===== src/rtl/mem_arbiter.sv =====
`default_nettype none
// ============================================================================
// Module  : mem_arbiter
// Brief   : Shares one single-port synchronous word RAM between an instruction
//           fetch port and a data port. One access is outstanding at a time.
//           Data wins ties, but a streak limit guarantees that fetch progresses.
//           Optional macro ARB_STAT_EN adds grant/conflict statistics outputs.
// Revision: 1.0 - initial release
// ============================================================================
module mem_arbiter #(
  parameter int WIDTH           = 32,
  parameter int ADDR_WIDTH      = 10,
  parameter int READ_LATENCY    = 1,
  parameter int MAX_DATA_STREAK = 4
) (
  input  logic                  clk,
  input  logic                  rst,
  input  logic                  if_req,
  input  logic [WIDTH-1:0]      if_addr,
  output logic [WIDTH-1:0]      if_rdata,
  output logic                  if_valid,
  input  logic                  d_req,
  input  logic                  d_we,
  input  logic [WIDTH-1:0]      d_addr,
  input  logic [WIDTH-1:0]      d_wdata,
  output logic [WIDTH-1:0]      d_rdata,
  output logic                  d_valid,
  output logic                  busy,
  output logic                  mem_en,
  output logic                  mem_we,
  output logic [ADDR_WIDTH-1:0] mem_addr,
  output logic [WIDTH-1:0]      mem_wdata,
  input  logic [WIDTH-1:0]      mem_rdata
`ifdef ARB_STAT_EN
  ,
  output logic [31:0]           stat_if_grants,
  output logic [31:0]           stat_d_grants,
  output logic [31:0]           stat_conflicts
`endif
);

  localparam int CNT_W    = (READ_LATENCY > 1) ? $clog2(READ_LATENCY) : 1;
  localparam int STREAK_W = $clog2(MAX_DATA_STREAK + 1);
  localparam logic [STREAK_W-1:0] STREAK_MAX = STREAK_W'(MAX_DATA_STREAK);
  localparam logic [CNT_W-1:0]    WAIT_LOAD  = CNT_W'(READ_LATENCY - 1);

  typedef enum logic [1:0] {
    S_IDLE  = 2'd0,
    S_ISSUE = 2'd1,
    S_WAIT  = 2'd2,
    S_RESP  = 2'd3
  } state_t;

  state_t                state;
  state_t                next_state;
  logic                  grant_d;
  logic                  grant_if;
  logic                  owner_d;
  logic                  we_q;
  logic [ADDR_WIDTH-1:0] addr_q;
  logic [WIDTH-1:0]      wdata_q;
  logic [CNT_W-1:0]      wait_cnt;
  logic [STREAK_W-1:0]   streak;
  logic [WIDTH-1:0]      if_rdata_q;
  logic [WIDTH-1:0]      d_rdata_q;
  logic                  resp_read;
  logic                  unused_addr_bits;

  // Only the word-address slice of the byte addresses reaches the RAM.
  assign unused_addr_bits = ^{if_addr, d_addr};

  always_comb begin
    next_state = state;
    grant_d    = 1'b0;
    grant_if   = 1'b0;
    case (state)
      S_IDLE: begin
        if (d_req && (!if_req || (streak != STREAK_MAX))) begin
          grant_d = 1'b1;
        end else if (if_req) begin
          grant_if = 1'b1;
        end
        if (grant_d || grant_if) begin
          next_state = S_ISSUE;
        end
      end
      S_ISSUE: begin
        if (we_q || (READ_LATENCY == 1)) begin
          next_state = S_RESP;
        end else begin
          next_state = S_WAIT;
        end
      end
      S_WAIT: begin
        if (wait_cnt <= CNT_W'(1)) begin
          next_state = S_RESP;
        end
      end
      S_RESP:  next_state = S_IDLE;
      default: next_state = S_IDLE;
    endcase
  end

  always_ff @(posedge clk) begin
    if (rst) begin
      state      <= S_IDLE;
      owner_d    <= 1'b0;
      we_q       <= 1'b0;
      addr_q     <= '0;
      wdata_q    <= '0;
      wait_cnt   <= '0;
      streak     <= '0;
      if_rdata_q <= '0;
      d_rdata_q  <= '0;
    end else begin
      state <= next_state;

      if (grant_d || grant_if) begin
        owner_d <= grant_d;
        we_q    <= grant_d & d_we;
        addr_q  <= grant_d ? d_addr[ADDR_WIDTH+1:2] : if_addr[ADDR_WIDTH+1:2];
        wdata_q <= grant_d ? d_wdata : '0;
      end

      // Streak counts data grants that overtook a waiting fetch.
      if (state == S_IDLE) begin
        if (!if_req || grant_if) begin
          streak <= '0;
        end else if (grant_d && (streak != STREAK_MAX)) begin
          streak <= streak + STREAK_W'(1);
        end
      end

      if (state == S_ISSUE) begin
        wait_cnt <= WAIT_LOAD;
      end else if (state == S_WAIT) begin
        wait_cnt <= wait_cnt - CNT_W'(1);
      end

      if (resp_read) begin
        if (owner_d) begin
          d_rdata_q <= mem_rdata;
        end else begin
          if_rdata_q <= mem_rdata;
        end
      end
    end
  end

  assign resp_read = (state == S_RESP) && !we_q;

  assign busy      = (state != S_IDLE);
  assign mem_en    = (state == S_ISSUE);
  assign mem_we    = mem_en & we_q;
  assign mem_addr  = addr_q;
  assign mem_wdata = wdata_q;

  assign if_valid  = (state == S_RESP) && !owner_d;
  assign d_valid   = (state == S_RESP) && owner_d;

  // Read data is forwarded straight from the RAM during the response cycle.
  assign if_rdata  = (resp_read && !owner_d) ? mem_rdata : if_rdata_q;
  assign d_rdata   = (resp_read && owner_d)  ? mem_rdata : d_rdata_q;

`ifdef ARB_STAT_EN
  always_ff @(posedge clk) begin
    if (rst) begin
      stat_if_grants <= '0;
      stat_d_grants  <= '0;
      stat_conflicts <= '0;
    end else begin
      if (grant_if) begin
        stat_if_grants <= stat_if_grants + 32'd1;
      end
      if (grant_d) begin
        stat_d_grants <= stat_d_grants + 32'd1;
      end
      if ((state == S_IDLE) && if_req && d_req) begin
        stat_conflicts <= stat_conflicts + 32'd1;
      end
    end
  end
`endif

endmodule
`default_nettype wire


===== config.mk =====
export PLATFORM = sky130hd
export DESIGN_NAME = mem_arbiter
export DESIGN_NICKNAME = d
export VERILOG_FILES = /design/src/rtl/mem_arbiter.sv
export SDC_FILE = /design/constraint.sdc
export NUM_CORES = 1
export LEC_CHECK = 0
export ABC_CLOCK_PERIOD_IN_PS = 4700
export BUFFER_PORTS_ARGS = -buffer_cell sky130_fd_sc_hd__buf_2
export CAP_MARGIN = 15
export CELL_PAD_IN_SITES_DETAIL_PLACEMENT = 1
export CELL_PAD_IN_SITES_GLOBAL_PLACEMENT = 1
export CORE_UTILIZATION = 33
export CTS_BUF_LIST = sky130_fd_sc_hd__clkbuf_8
export CTS_CLUSTER_DIAMETER = 60
export DETAILED_ROUTE_END_ITERATION = 6
export GPL_ROUTABILITY_DRIVEN = 1
export GPL_TIMING_DRIVEN = 0
export PLACE_DENSITY_LB_ADDON = 0.1
export SLEW_MARGIN = 10
export SYNTH_ARGS = -nofsm -noshare
export SYNTH_HDL_FRONTEND = slang
export SYNTH_SLANG_ARGS = --single-unit

===== constraint.sdc =====
create_clock -name clk -period 4.7 [get_ports clk]
set_clock_uncertainty 0.05 [all_clocks]
set_input_delay 0.235 -clock clk [delete_from_list [all_inputs] [get_ports clk]]
set_output_delay 0.235 -clock clk [all_outputs]
set_load 0.02 [all_outputs]

== Yosys cells after proc, flatten, opt, wreduce, memory -nomap -nowiden ==
Cells that the tools add are included.

* Output and inout bits: 111
* Input port bits: 133
* RAM bits: 0
* ROM bits: 0
* Bits in latches: 0
* Flip-flop bits (word level): 114
* Word-level logic and storage cells: 59
* Memories: 0

* Reduce and logical (&&, ||, !) cells: 22
* Shift operators: 0
* Divide/modulo/power cells: 0
* Add/sub/neg operators: 2
* $lt $le $gt $ge: 1
* Eq/ne operators: 6
* Multipliers: 0
* Multiplexer cells: 16
* Bitwise logic cells: 3

{| class="wikitable"
|+ Operators with widths
! operator !! count
|-
| two-way mux 32 bit || 3
|-
| two-way mux 10 bit || 1
|-
| case mux 2 bit (4 select lines) || 1
|-
| AND reduction 2 bit || 4
|-
| logical AND 1 bit || 7
|-
| two-way mux 1 bit || 7
|-
| two-way mux 3 bit || 2
|-
| equality test 2 bit, second input constant || 2
|-
| logical OR 1 bit || 4
|-
| two-way mux 2 bit || 2
|-
| != test 2 bit, second input constant || 2
|-
| nonzero test 2 bit || 2
|-
| adder 3 x 1 -> 3 bit, second input constant || 1
|-
| zero test 1 bit || 3
|-
| != test 3 bit, second input constant || 1
|-
| bitwise AND 1 bit || 2
|-
| equality test 2 x 1 -> 1 bit, second input constant || 1
|-
| zero test 2 bit || 1
|-
| OR reduction 2 bit || 1
|-
| <= comparator 1 bit, second input constant || 1
|-
| inverter 1 bit || 1
|-
| subtractor 1 bit, second input constant || 1
|}

== Longest topological paths before layout ==
Gate-level depths: netlist (run 1).

* Depth in word-level cells: 9
* Gate-level depth with buffers: 8

== Worst setup path after synthesis (run 1) ==
Ideal clock, no wire load.

* Path kind: register to register
* Start point: reg state[0]
* End point: reg if_rdata_q[15]
* Data arrival time: 1578 ps
* Data required time: 4522 ps
* Clock period less this slack: 1756 ps
* Cell stages (with the launch flop): 6
* Slack: 2944 ps
* Buffers on the path: 1
* Path through: dfxtp_1 > ha_1 > nor3b_4 > buf_6 > mux2_4 > nor2b_1

* Longest elaborated chain between the ends: 3

{| class="wikitable"
|+ RTL lines
! item !! RTL line !! text
|-
| start, declared || 54 || <nowiki>state_t state;</nowiki>
|-
| start signal, assigned || 116 || <nowiki>state <= next_state;</nowiki>
|-
| equality test 2 bit || 150 || <nowiki>assign resp_read = (state == S_RESP) && !we_q;</nowiki>
|-
| logical AND 1 bit || 150 ||
|-
| AND reduction 2 bit (no source line) || n/a ||
|-
| end signal, assigned || 144 || <nowiki>if_rdata_q <= mem_rdata;</nowiki>
|-
| end, declared || 64 || <nowiki>logic [WIDTH-1:0] if_rdata_q;</nowiki>
|}

No other way between the ends.
A chain may end at the register's enable or synchronous reset.

== Worst setup path after layout (run 1) ==
* Start point: reg state[0]
* End point: out if_rdata[19]

* Longest elaborated chain between the ends: 4

{| class="wikitable"
|+ RTL lines
! item !! RTL line !! text
|-
| equality test 2 bit || 150 ||
|-
| logical AND 1 bit || 150 ||
|-
| logical AND 1 bit || 162 || <nowiki>assign if_rdata = (resp_read && !owner_d) ? mem_rdata : if_rdata_q;</nowiki>
|-
| two-way mux 32 bit || 162 ||
|-
| end, declared || 20 || <nowiki>output logic [WIDTH-1:0] if_rdata,</nowiki>
|}

No other way between the ends.

==> results of run 1 <==
-- repair_timing --
item | 4_1_cts | 5_1_grt
hold buffers | 35 | 0
setup buffers | 0 | 0
hold endpoints to repair | 34 | 0
-- cell families (layout without fill, tap and decap cells) --
logic type / count (synthesis) / in the layout / synth area share, %
multiplexers: 65 / 65 / 18.4
AND/OR/NAND/NOR: 138 / 138 / 16.3
flip-flops: 113 / 113 / 49.4
buffers and inverters: 40 / 303 / 4.07
AO/OA/AOI/OAI: 62 / 62 / 10.5
adder cells (fa/ha/maj): 5 / 5 / 1.37
-- per-stage QoR --
step / std cells / setup slack, ns
global placement: 796 / 2.65
CTS: 862 / 2.12
finish: 862 / 2.20
detailed placement: 796 / 2.63
global route: 862 / 2.06
floorplan: 423 / 2.94
-- power by group --
part / leakage (nW) / switching, mW / internal [mW] / total [mW]
registers: 0.918 / 0.0280 / 1.01 / 1.04
logic: 1.98 / 0.280 / 0.210 / 0.489
clock network: 0.214 / 0.379 / 0.496 / 0.875
total: 3.12 / 0.687 / 1.72 / 2.41
-- layer usage --
metal	global-route usage (%)	up-vias	share of wire, %
met5	0	-	0
met4	7.34	0	1.2
met3	7.13	12	6.5
met2	34.4	137	50
met1	23.3	1992	43
li1	-	1986	-
-- cell type report --
cell class              count  area [sq um]  share of cell area, %
plain buffers              35           168                   2.57
clock buffers              20           275                   4.23
clock inverters            11          98.8                   1.52
inverters                   5          18.8                  0.288
multi-input cells         270          2130                   32.8
flip-flops and latches    113          2260                   34.7
well taps                 176           220                   3.38
repair buffers            232          1340                   20.5
-- sequential cells by signal, summed over array words and instances (netlist names) --
name and cells:
d_rdata_q 32, if_rdata_q 32, mem_wdata 32, mem_addr 10, streak 3, state 2, owner_d 1, we_q 1
-- worst min-delay path: cells and delay by family --
kind | cells | cell delay [ns]
AOI/OAI and AO/OA | 1 | 0.08
and+or+nand+nor | 1 | 0.06
buffers and inverters | 1 | 0.10
-- cells in the mapped netlist, types with 3 or more instances --
library cell,number,area [sq um]
sky130_fd_sc_hd__dfxtp_1,113,2260
sky130_fd_sc_hd__mux2_1,10,113
sky130_fd_sc_hd__nand2_1,4,15.0
sky130_fd_sc_hd__mux2_2,24,270
sky130_fd_sc_hd__mux2_4,30,450
sky130_fd_sc_hd__and2_1,3,18.8
sky130_fd_sc_hd__o21ai_0,11,55.1
sky130_fd_sc_hd__a21oi_1,4,20.0
sky130_fd_sc_hd__nand3_1,11,55.1
sky130_fd_sc_hd__nand4_1,3,18.8
sky130_fd_sc_hd__inv_1,5,18.8
sky130_fd_sc_hd__buf_2,8,40.0
sky130_fd_sc_hd__ha_1,5,62.6
sky130_fd_sc_hd__nor2b_1,65,407
sky130_fd_sc_hd__nor2_1,46,173
sky130_fd_sc_hd__a32oi_1,33,289
sky130_fd_sc_hd__clkbuf_1,22,82.6
sky130_fd_sc_hd__buf_6,3,33.8
sky130_fd_sc_hd__a311oi_1,10,87.6
-- path summary, 6_finish.rpt --
| path | from | to | slack [ns] | cells past startpoint |
|---|---|---|---|---|
| max | state[0] | if_rdata[19] | 2.20 | 5 |
| min reg2reg | mem_wdata[2] | mem_wdata[2] | 0.44 | 2 |
| max reg2reg | state[1] | mem_addr[7] | 2.36 | 8 |
| min | d_addr[2] | mem_addr[0] | 0.03 | 3 |
==> impl_summary.md, run 1 <==
Run
The number of max-capacitance violations reported is 0.

Synth
In this run, distinct cell masters in the synthesized netlist total 32. Of all flip-flops after synthesis, the portion carrying an async set or reset was 0%. The number of storage elements in the synthesis netlist is 113. The total nets after synthesis is 561. The number of instances in the synthesized netlist is 423. Yosys printed 0 warnings.

Counting flops with a built-in enable in the synthesized netlist gives 0. Summing every instance area after synthesis gives between 4000 and 5000 sq um. Among all flip-flop cells after synthesis, the most frequent one is sky130_fd_sc_hd__dfxtp_1. A synthesized cell averages approximately 11 sq um. The fraction of the yosys area taken by sequential cells is about half.

Detailed routing
The count of nets left with antenna violations once routing finished came out at 0. In the final routed layout, each cell accounts on average for 16.6 microns. The via density per instance is 4.79.

The initial DRC count is 121. The routed layout has 4127 vias. The iteration count of the initial detailed-routing pass is 4. After detailed routing, the total wire length is 14300 microns.

The residual DRC count is 0.

Clock tree
The TritonCTS clock tree is built. The clock insertion delay at the later pin of the skew report is 0.44 ns. The number of levels the H-tree was split into is 4. The cell chosen for the clock root is sky130_fd_sc_hd__clkbuf_8.

In this run, post-CTS repair resized a total of 0 instances. Buffers inserted during clock tree synthesis total 17. The number of buffers on the longest clock path is 2. Clock tree synthesis found a total of 113 sinks. Clock-pin slew was measured on the worst setup and hold paths at 0.06 ns.

Finish
The library cell used most frequently in the layout, excluding fill and tap cells, is sky130_fd_sc_hd__buf_2. In the final design database the tool counted 812 nets. The proportion of layout cells with a drive suffix above 1 is 42.7%. In the layout the commonest cells are 205 x sky130_fd_sc_hd__buf_2, 113 x sky130_fd_sc_hd__dfxtp_1, 65 x sky130_fd_sc_hd__nor2b_1. The area of all placed cells without fillers is 6510 sq um. The synthesis-to-finish area growth is 42.1%.

The number of fill cells is 1598. The repair_antennas step left the layout with diodes totalling 0. The final design utilization is 48.6%.

Die
For this design the top-level I/O count stands at between 200 and 250. The floorplan step defined a die boundary enclosing 14400 sq um. The initial core utilization is 34.2%. The area of the core is 13400 sq um.

The die span in y is 120 microns. The die is ~120 microns wide. The floorplan has 42 rows.

Global route
Global routing used 20.2% of the available tracks across all layers. The largest net degree at the start of global routing is 17. The number of antenna violations at the first check in global routing is 0. The residual overflow from global routing is 0. The first global-routing pass estimated around 22000 microns of wire. The number of global-route vias before repair is 4360.

Pwr
For this design the static power due to leakage is 3.12 nW. The total power consumption of the routed design is 2.41 mW. The worst-case IR drop observed on VDD is 193 uV.

The power per unit of standard cell area is 369 nW/um^2.

Critical path
By startpoint and endpoint, the worst setup path is classified as flop to output pin. Along the worst path, the maximum fanout reaches 10. The required time of the worst setup path is 4.41 ns. On the worst path, the slowest cell contributes a delay of 0.40 ns.

The critical path goes through ha_1 > nor3b_4 > buf_6 > mux2_4 > buf_2. The worst setup path is captured at an output pin. STA classifies the critical path startpoint as a flop. The critical path's top delay family is buffers and inverters.

The cell at the slowest stage of the critical path is sky130_fd_sc_hd__nor3b_4. STA puts the critical path data arrival time at 2.21 ns. The critical path contains buffers and inverters numbering 2 combined.

Min path
The min-delay analysis places its worst path in the category primary input to flop.

STA
The slew at the pin closest to its max-slew limit is 0.627 ns. The worst path uses 53.2% of the clock period. The number of failing setup endpoints in the final timing report is 0.

The final max-slew violation count came to 0. Measured against its own limit, the worst slew margin works out to between 50% and 60%. The number of hold violations in the final report is 0. The tightest hold path in the finished design has a slack of 0.0329 ns. Based on the critical path, the design can be clocked at up to approximately 400 MHz. Setup repair after global routing left no endpoint under its margin.

The post-route minimum period is 2.50 ns. The final setup TNS is 0 ns.

Place
Port buffering added ~200 buffers. The weighted congestion reported at the end of routability-driven placement is 0.760. Detailed placement finished with a half-perimeter wire length of 9970 microns. The instance area at placement is 5790 sq um.

Outcome
The flow ran to the end, and the final reports show no timing, DRC or antenna violations.
Note: power is estimated with default switching activity, not from simulation.
==> run 2, diff against run 1 <==
--- a/config.mk
+++ b/config.mk
@@ -5,12 +5,12 @@
 export SDC_FILE = /design/constraint.sdc
 export NUM_CORES = 1
 export LEC_CHECK = 0
-export ABC_CLOCK_PERIOD_IN_PS = 4700
+export ABC_CLOCK_PERIOD_IN_PS = 2200
 export BUFFER_PORTS_ARGS = -buffer_cell sky130_fd_sc_hd__buf_2
 export CAP_MARGIN = 15
 export CELL_PAD_IN_SITES_DETAIL_PLACEMENT = 1
 export CELL_PAD_IN_SITES_GLOBAL_PLACEMENT = 1
-export CORE_UTILIZATION = 33
+export CORE_UTILIZATION = 31
 export CTS_BUF_LIST = sky130_fd_sc_hd__clkbuf_8
 export CTS_CLUSTER_DIAMETER = 60
 export DETAILED_ROUTE_END_ITERATION = 6
==> constraint.sdc (replaced) <==
create_clock -name clk -period 2.2 [get_ports clk]
set_clock_uncertainty 0.05 [all_clocks]
set_input_delay 0.11 -clock clk [delete_from_list [all_inputs] [get_ports clk]]
set_output_delay 0.11 -clock clk [all_outputs]
set_load 0.02 [all_outputs]
==> run 2 against run 1 <==
  * Critical path depth grew 1
  * Sequential share of layout area shrank 3.7 points
  * Die area grew 6.3%
  * Critical endpoint is now if_rdata[3]
==> impl_summary.md, run 2 (same netlist as run 1, synthesis figures left out) <==
Outcome
The flow ran to the end, and the final reports show no timing, DRC or antenna violations.

Detailed routing
The routed design has 15200 microns of wire. The detailed router placed between 4000 and 5000 vias in this run. Dividing the detail-routed via count by the number of cells gives 4.75. The initial DRC count is 105.

In the final routed layout, each cell accounts on average for 16.3 microns. Once detail routing completed, the nets flagged for antenna violations numbered 0. The residual DRC count is 0. Before antenna repair, the detailed router went through 4 iterations.

Die
The initial core utilization is 31.6%. The count of boundary I/O pins is 244. The die span in y is 124 microns. In this run the core area contains 44 standard-cell rows. The floorplan die width is 124 microns. The floorplan step defined a core boundary enclosing between 10000 and 15000 sq um. The area of the die is between 15000 and 20000 sq um.

Pwr
The static leakage is 3.40 nW. Summing internal, switching and leakage power gives 5.48 mW. The power per unit of standard cell area is 750 nW/um^2.

Across the VDD grid, the largest voltage drop is 400 uV.

Finish
The number of diodes added for antenna fixing is 0. From synthesis to final layout, the design area changed by 59.4%. The area of all placed cells without fillers is 7310 sq um. In the final design database the tool counted between 800 and 900 nets. Leaving out fill and tap cells, the most frequent cells in the layout are 188 x sky130_fd_sc_hd__buf_2, 111 x sky130_fd_sc_hd__dfxtp_1, 88 x sky130_fd_sc_hd__dlygate4sd3_1.

Counting the fill cells in the layout gives 1681. The register cell area after layout is 2270 sq um. The area of combinational cells with multiple inputs is 2150 sq um. The proportion of layout cells with a drive suffix above 1 is 41.2%. The library cell used most frequently in the layout, excluding fill and tap cells, is sky130_fd_sc_hd__buf_2.

Place
At the end of routability-driven placement, the weighted congestion stood at around 0.8. The number of buffers added on ports is 197. The placed instances occupy a cell area of ~5800 sq um. The half-perimeter wire length of the detailed placement result is around 10000 microns. The pre-CTS setup slack is 0.237 ns.

STA
Dividing the final minimum period by the clock period gives 97.1%. The maximum clock frequency is ~470 MHz. The slew at the pin closest to its max-slew limit is 0.587 ns. Setup repair after global routing could not meet its margin everywhere.

In the post-route analysis, the smallest setup slack over all paths is ~0.064 ns. The final max-slew violation count came to 0. The final setup TNS is 0 ns. The worst-case headroom to the max-slew limit is 60.9%.

The number of failing setup endpoints in the final timing report is 0. The number of hold violations in the final report came to 0. The routed design could run at a clock period as short as 2.14 ns. The final worst hold slack is 0.0478 ns.

Critical path
The critical path in this run is classified as flop to output pin. STA puts the critical path data required time at between 2 and 2.5 ns. The worst setup path is launched from a flop. The setup slack of the most critical reg-to-reg path is 0.22 ns. The top fanout value on the critical path is 5. STA puts the critical path data arrival time at ~2.0 ns. The nature of the critical path endpoint is an output pin.

Global route
The residual overflow from global routing is 0. Entering global routing, the biggest net connects 17 pins. The total routing usage reported by global routing is 20.2%. The first global-routing pass estimated 23100 microns of wire.

The number of antenna violations at the first check in global routing was 0. The number of global-route vias before repair is 4700.

Clock tree
The TritonCTS sink count is 113. The total clock buffers created by CTS is 17. The cell sitting at the root of the clock tree is a sky130_fd_sc_hd__clkbuf_8. The clock insertion delay at the later pin of the skew report is 0.43 ns. The H-tree generated during clock tree synthesis spans 4 levels.

TritonCTS built the clock tree. The clock passes through at most 2 buffers. The clock-pin slew reported for the worst setup and hold paths after clock tree synthesis is 0.07 ns.

Min path
The worst hold path class is primary input to flop.

Run
The number of max-capacitance violations reported is 0.
[run 2: cell count changes in the layout (fill, tap and decap cells not counted), sizes merged]
cell and delta:
clkbuf +3, buf +4, clkinv +2, inv -4
bufinv +1, dlygate4sd3 +53, clkinvlp +2
[run 2: path summary, 6_finish.rpt]
| check | cells after the start | from | end |
|---|---|---|---|
| max | 6 | state[0] | if_rdata[3] |
| min reg2reg | 2 | mem_wdata[12] | mem_wdata[12] |
| max reg2reg | 8 | state[1] | mem_wdata[18] |
| min | 2 | rst | d_rdata_q[10] |
[run 2: what timing repair did]
action                     4_1_cts  5_1_grt
gates resized for setup          8       32
setup endpoints to repair       62       42
cloned                           0        2
pin swaps                        1        1
hold endpoints to repair       110        0
buffers inserted                 3        3
hold buffers                    88        0
[run 2: per-stage QoR]
stage | std cells | utilization [%]
6_report | 931 | 50.5
5_1_grt | 931 | 50.5
4_1_cts | 927 | 49.3
3_5_place_dp | 804 | 40.0
3_3_place_gp | 804 | 40.0
2_1_floorplan | 423 | -
[run 2: layout make-up]
| type | instances | area share (%) |
|---|---|---|
| multi-input cells | 270 | 29.4 |
| clock inverters | 12 | 1.90 |
| plain buffers | 34 | 2.48 |
| flip-flops and latches | 113 | 31.1 |
| well taps | 184 | 3.15 |
| repair buffers | 293 | 28.0 |
| inverters | 5 | 0.257 |
| clock buffers | 20 | 3.77 |
[run 2: worst max-delay path: stages (launching register included)]
cell and delay [ns]:
sky130_fd_sc_hd__dfxtp_4 0.37, sky130_fd_sc_hd__ha_4 0.15, sky130_fd_sc_hd__nor3b_4 0.21, sky130_fd_sc_hd__buf_6 0.19, sky130_fd_sc_hd__clkbuf_16 0.17, sky130_fd_sc_hd__mux2_4 0.30, sky130_fd_sc_hd__buf_4 0.16
[run 2: metal layers]
layer / global-route usage, % / vias up / share of wire [%]
li1: - / 2118 / -
met1: 22.2 / 2141 / 42
met2: 35.3 / 134 / 50
met3: 6.09 / 30 / 5.8
met4: 9.71 / 0 / 2.1
met5: 0 / - / 0
[run 2: power breakdown]
part,total [mW],internal (mW),switching [mW]
Clock,2.06,1.19,0.864
Sequential,2.23,2.16,0.0632
Combinational,1.19,0.567,0.625
Total,5.48,3.92,1.55
==> run 3, diff against run 2 <==
--- a/config.mk
+++ b/config.mk
@@ -10,7 +10,7 @@
 export CAP_MARGIN = 15
 export CELL_PAD_IN_SITES_DETAIL_PLACEMENT = 1
 export CELL_PAD_IN_SITES_GLOBAL_PLACEMENT = 1
-export CORE_UTILIZATION = 31
+export CORE_UTILIZATION = 30
 export CTS_BUF_LIST = sky130_fd_sc_hd__clkbuf_8
 export CTS_CLUSTER_DIAMETER = 60
 export DETAILED_ROUTE_END_ITERATION = 6
==> run 3 against run 2 <==
  * Clock power shrank 3%
  * Total power decreased by 2.4%
  * The run now ends with DRC left
  * Routed wire length decreased by 4.0%
  * Worst setup slack better by 0.045 ns
  * Combinational power is 5% lower
  * Largest cell class unchanged
  * Critical path depth stayed put
  * Non-clock buffer count shrank 9
  * Maximum frequency up 2.2%
==> impl_summary.md, run 3 (same netlist as run 1, synthesis figures left out) <==
STA
The slew at the pin closest to its max-slew limit is 0.587 ns. Setup total negative slack on the finished layout was measured at 0 ns. The final max-slew violation count is 0. Static timing analysis puts the maximum clock frequency at ~480 MHz. Setup repair after global routing left no endpoint under its margin. Of the available clock period, the critical path in the final layout requires between 90% and 100%.

The worst-case headroom to the max-slew limit is just over 60%. The post-route minimum period is 2.09 ns. The number of failing setup endpoints in the final timing report is 0. The number of hold violations in the final report is 0.

Critical path
The setup slack of the most critical reg-to-reg path is 0.26 ns. The nature of the critical path endpoint is an output pin. The worst register-to-register path begins at state[1]. The worst setup path is of the flop to output pin kind. The endpoint identified for the worst register-to-register timing path is mem_wdata[20]. The data arrival at the endpoint of the critical path is ~1.9 ns. The required time of the worst setup path is slightly above 2 ns.

The worst setup path is launched from a flop. The worst register-to-register path has a depth of 8. The source of the critical timing path is state[0]. The endpoint of the most critical setup path is if_rdata[18]. Along the worst path, the maximum fanout reaches 10.

Outcome
The final reports fail on DRC. The run finished, with violations left.

Pwr
Per report_power, the clock group accounts for between 30% and 40% of the total. The fraction of power spent switching nets is 27.8%. The worst voltage drop across the vdd grid is 379 uV. For this design the ratio of total power to cell area is 753 nW/um^2. The combinational group share of total power is 21.1%. The sequential share of power is 41.6%. Summed over all nets, the switching power comes to 1.49 mW.

The static leakage is approximately 3.3 nW. The internal power of the cells totals between 3 and 4 mW.

Detailed routing
The post-route antenna net violation count is 0. The residual DRC count is 14. The initial DRC count is 132. The iteration count of the initial detailed-routing pass is 7. After detailed routing, the number of vias per cell comes to 4.70. The vias after detailed routing is 4325. The routed length per placed instance is 15.9 microns. The routed wire length is 14600 microns.

Die
In this run the core area contains 44 standard-cell rows. The die is between 100 and 150 microns wide. The initial core utilization is 31.2%. roughly 240 I/O pins were placed. The floorplan step defined a die boundary enclosing between 15000 and 20000 sq um.

The area of the core is between 10000 and 15000 sq um. The die span in y is ~130 microns.

Clock tree
The clock-pin slew reported for the worst setup and hold paths after clock tree synthesis is 0.06 ns. The cell chosen for the clock root is sky130_fd_sc_hd__clkbuf_8. The number of buffers on the longest clock path is 2. The total clock buffers created by CTS is 17. TritonCTS built the clock tree. In this run the number of H-tree levels came out at 4. The tree built by TritonCTS fans out to ~110 sinks. At the later pin of the worst-skew pair, clock insertion delay measures between 0.4 and 0.5 ns.

Place
Summed over all nets, the half-perimeter wirelength after detailed placement is 10100 microns. Port buffering added about 200 buffers. The weighted congestion reported at the end of routability-driven placement is between 0.7 and 0.8.

Global route
The number of antenna violations at the first check in global routing is 0. The total overflow left after global routing is 0. The global-route wire length before repair is 23600 microns. The number of global-route vias before repair is 4614.

Entering global routing, the biggest net connects 17 pins. For this run, the total global-route usage over all layers was measured as roughly a fifth.

Finish
The final design utilization is between 40% and 50%. Leaving out fill and tap cells, the most frequent cell in the layout is sky130_fd_sc_hd__buf_2. In the layout the commonest cells are 202 x sky130_fd_sc_hd__buf_2, 111 x sky130_fd_sc_hd__dfxtp_1, 84 x sky130_fd_sc_hd__dlygate4sd3_1. The synthesis-to-finish area growth is 55.0%.

The count of nets after finishing is 863. The repair_antennas step left the layout with diodes totalling 0. The proportion of layout cells with a drive suffix above 1 is 40.5%.

Min path
The worst hold path class is primary input to flop.

Run
The number of max-capacitance violations reported is 0.
-- run 3: cell types whose count changed in the layout (fill, tap and decap cells not counted), sizes merged --
cell         delta
buf             -3
clkinv          -3
clkinvlp        -2
inv             +3
clkbuf          -2
dlygate4sd3     -4
-- run 3: worst min-delay path by stage --
stage | cells after the start | start | end | slack (ns)
final | 3 | mem_rdata[27] | if_rdata_q[27] | 0.03
after CTS | 3 | mem_rdata[28] | if_rdata_q[28] | 0.001
after global routing | 3 | mem_rdata[23] | if_rdata_q[23] | 0.01
after floorplan | 2 | d_we | we_q | 0.23
after global placement | 3 | d_wdata[27] | mem_wdata[27] | 0.31
after detailed placement | 3 | d_wdata[5] | mem_wdata[5] | 0.32
-- run 3: worst max-delay path, stage by stage (launching register included) --
cell                      delay [ns]
sky130_fd_sc_hd__dfxtp_2        0.37
sky130_fd_sc_hd__ha_4           0.16
sky130_fd_sc_hd__nor3b_4        0.18
sky130_fd_sc_hd__buf_6          0.16
sky130_fd_sc_hd__buf_12         0.15
sky130_fd_sc_hd__mux2_4         0.31
sky130_fd_sc_hd__buf_2          0.17
-- run 3: power by group through the flow --
stage | Clock [mW] | Combinational (mW) | Sequential, mW
3_3_place_gp | 0 | 0.976 | 2.26
6_report | 1.99 | 1.13 | 2.22
4_1_cts | 2.05 | 1.13 | 2.22
3_5_place_dp | 0 | 0.993 | 2.27
5_1_grt | 2.17 | 1.22 | 2.24
2_1_floorplan | 0 | 0.561 | 2.34
-- run 3: area by class of cell --
cell class | instances | area, sq um
Buffer | 35 | 201
Clock buffer | 20 | 275
Clock inverter | 10 | 120
Fill cell | 1682 | 7600
Inverter | 5 | 18.8
Multi-Input combinational cell | 270 | 2150
Sequential cell | 113 | 2260
Tap cell | 184 | 230
Timing Repair Buffer | 283 | 1850
-- run 3: repair_timing --
item,in CTS,in global routing
buffers inserted,2,0
setup endpoints to repair,62,60
hold buffers,84,0
gates resized for setup,7,9
endpoints found under the hold margin,94,0
pin swaps,1,0
-- run 3: per-stage QoR --
step	cells	total power, mW	area (sq um)	setup slack [ns]	hold WS [ns]
6_report	920	5.35	7100	0.109	0.0251
3_3_place_gp	804	3.24	5800	0.276	0.313
5_1_grt	920	5.63	7100	0.00782	0.0104
4_1_cts	920	5.40	7080	0.0304	0.000989
3_5_place_dp	804	3.26	5800	0.245	0.322
2_1_floorplan	423	2.90	4580	0.444	0.230
-- run 3: per-layer routing --
layer | vias to the layer above | track usage [%] | part of all wire (%)
met5 | - | 0 | 0
li1 | 2095 | - | -
met3 | 18 | 5.99 | 7.3
met4 | 0 | 6.89 | 1.7
met2 | 143 | 32.8 | 48
met1 | 2069 | 22.5 | 43
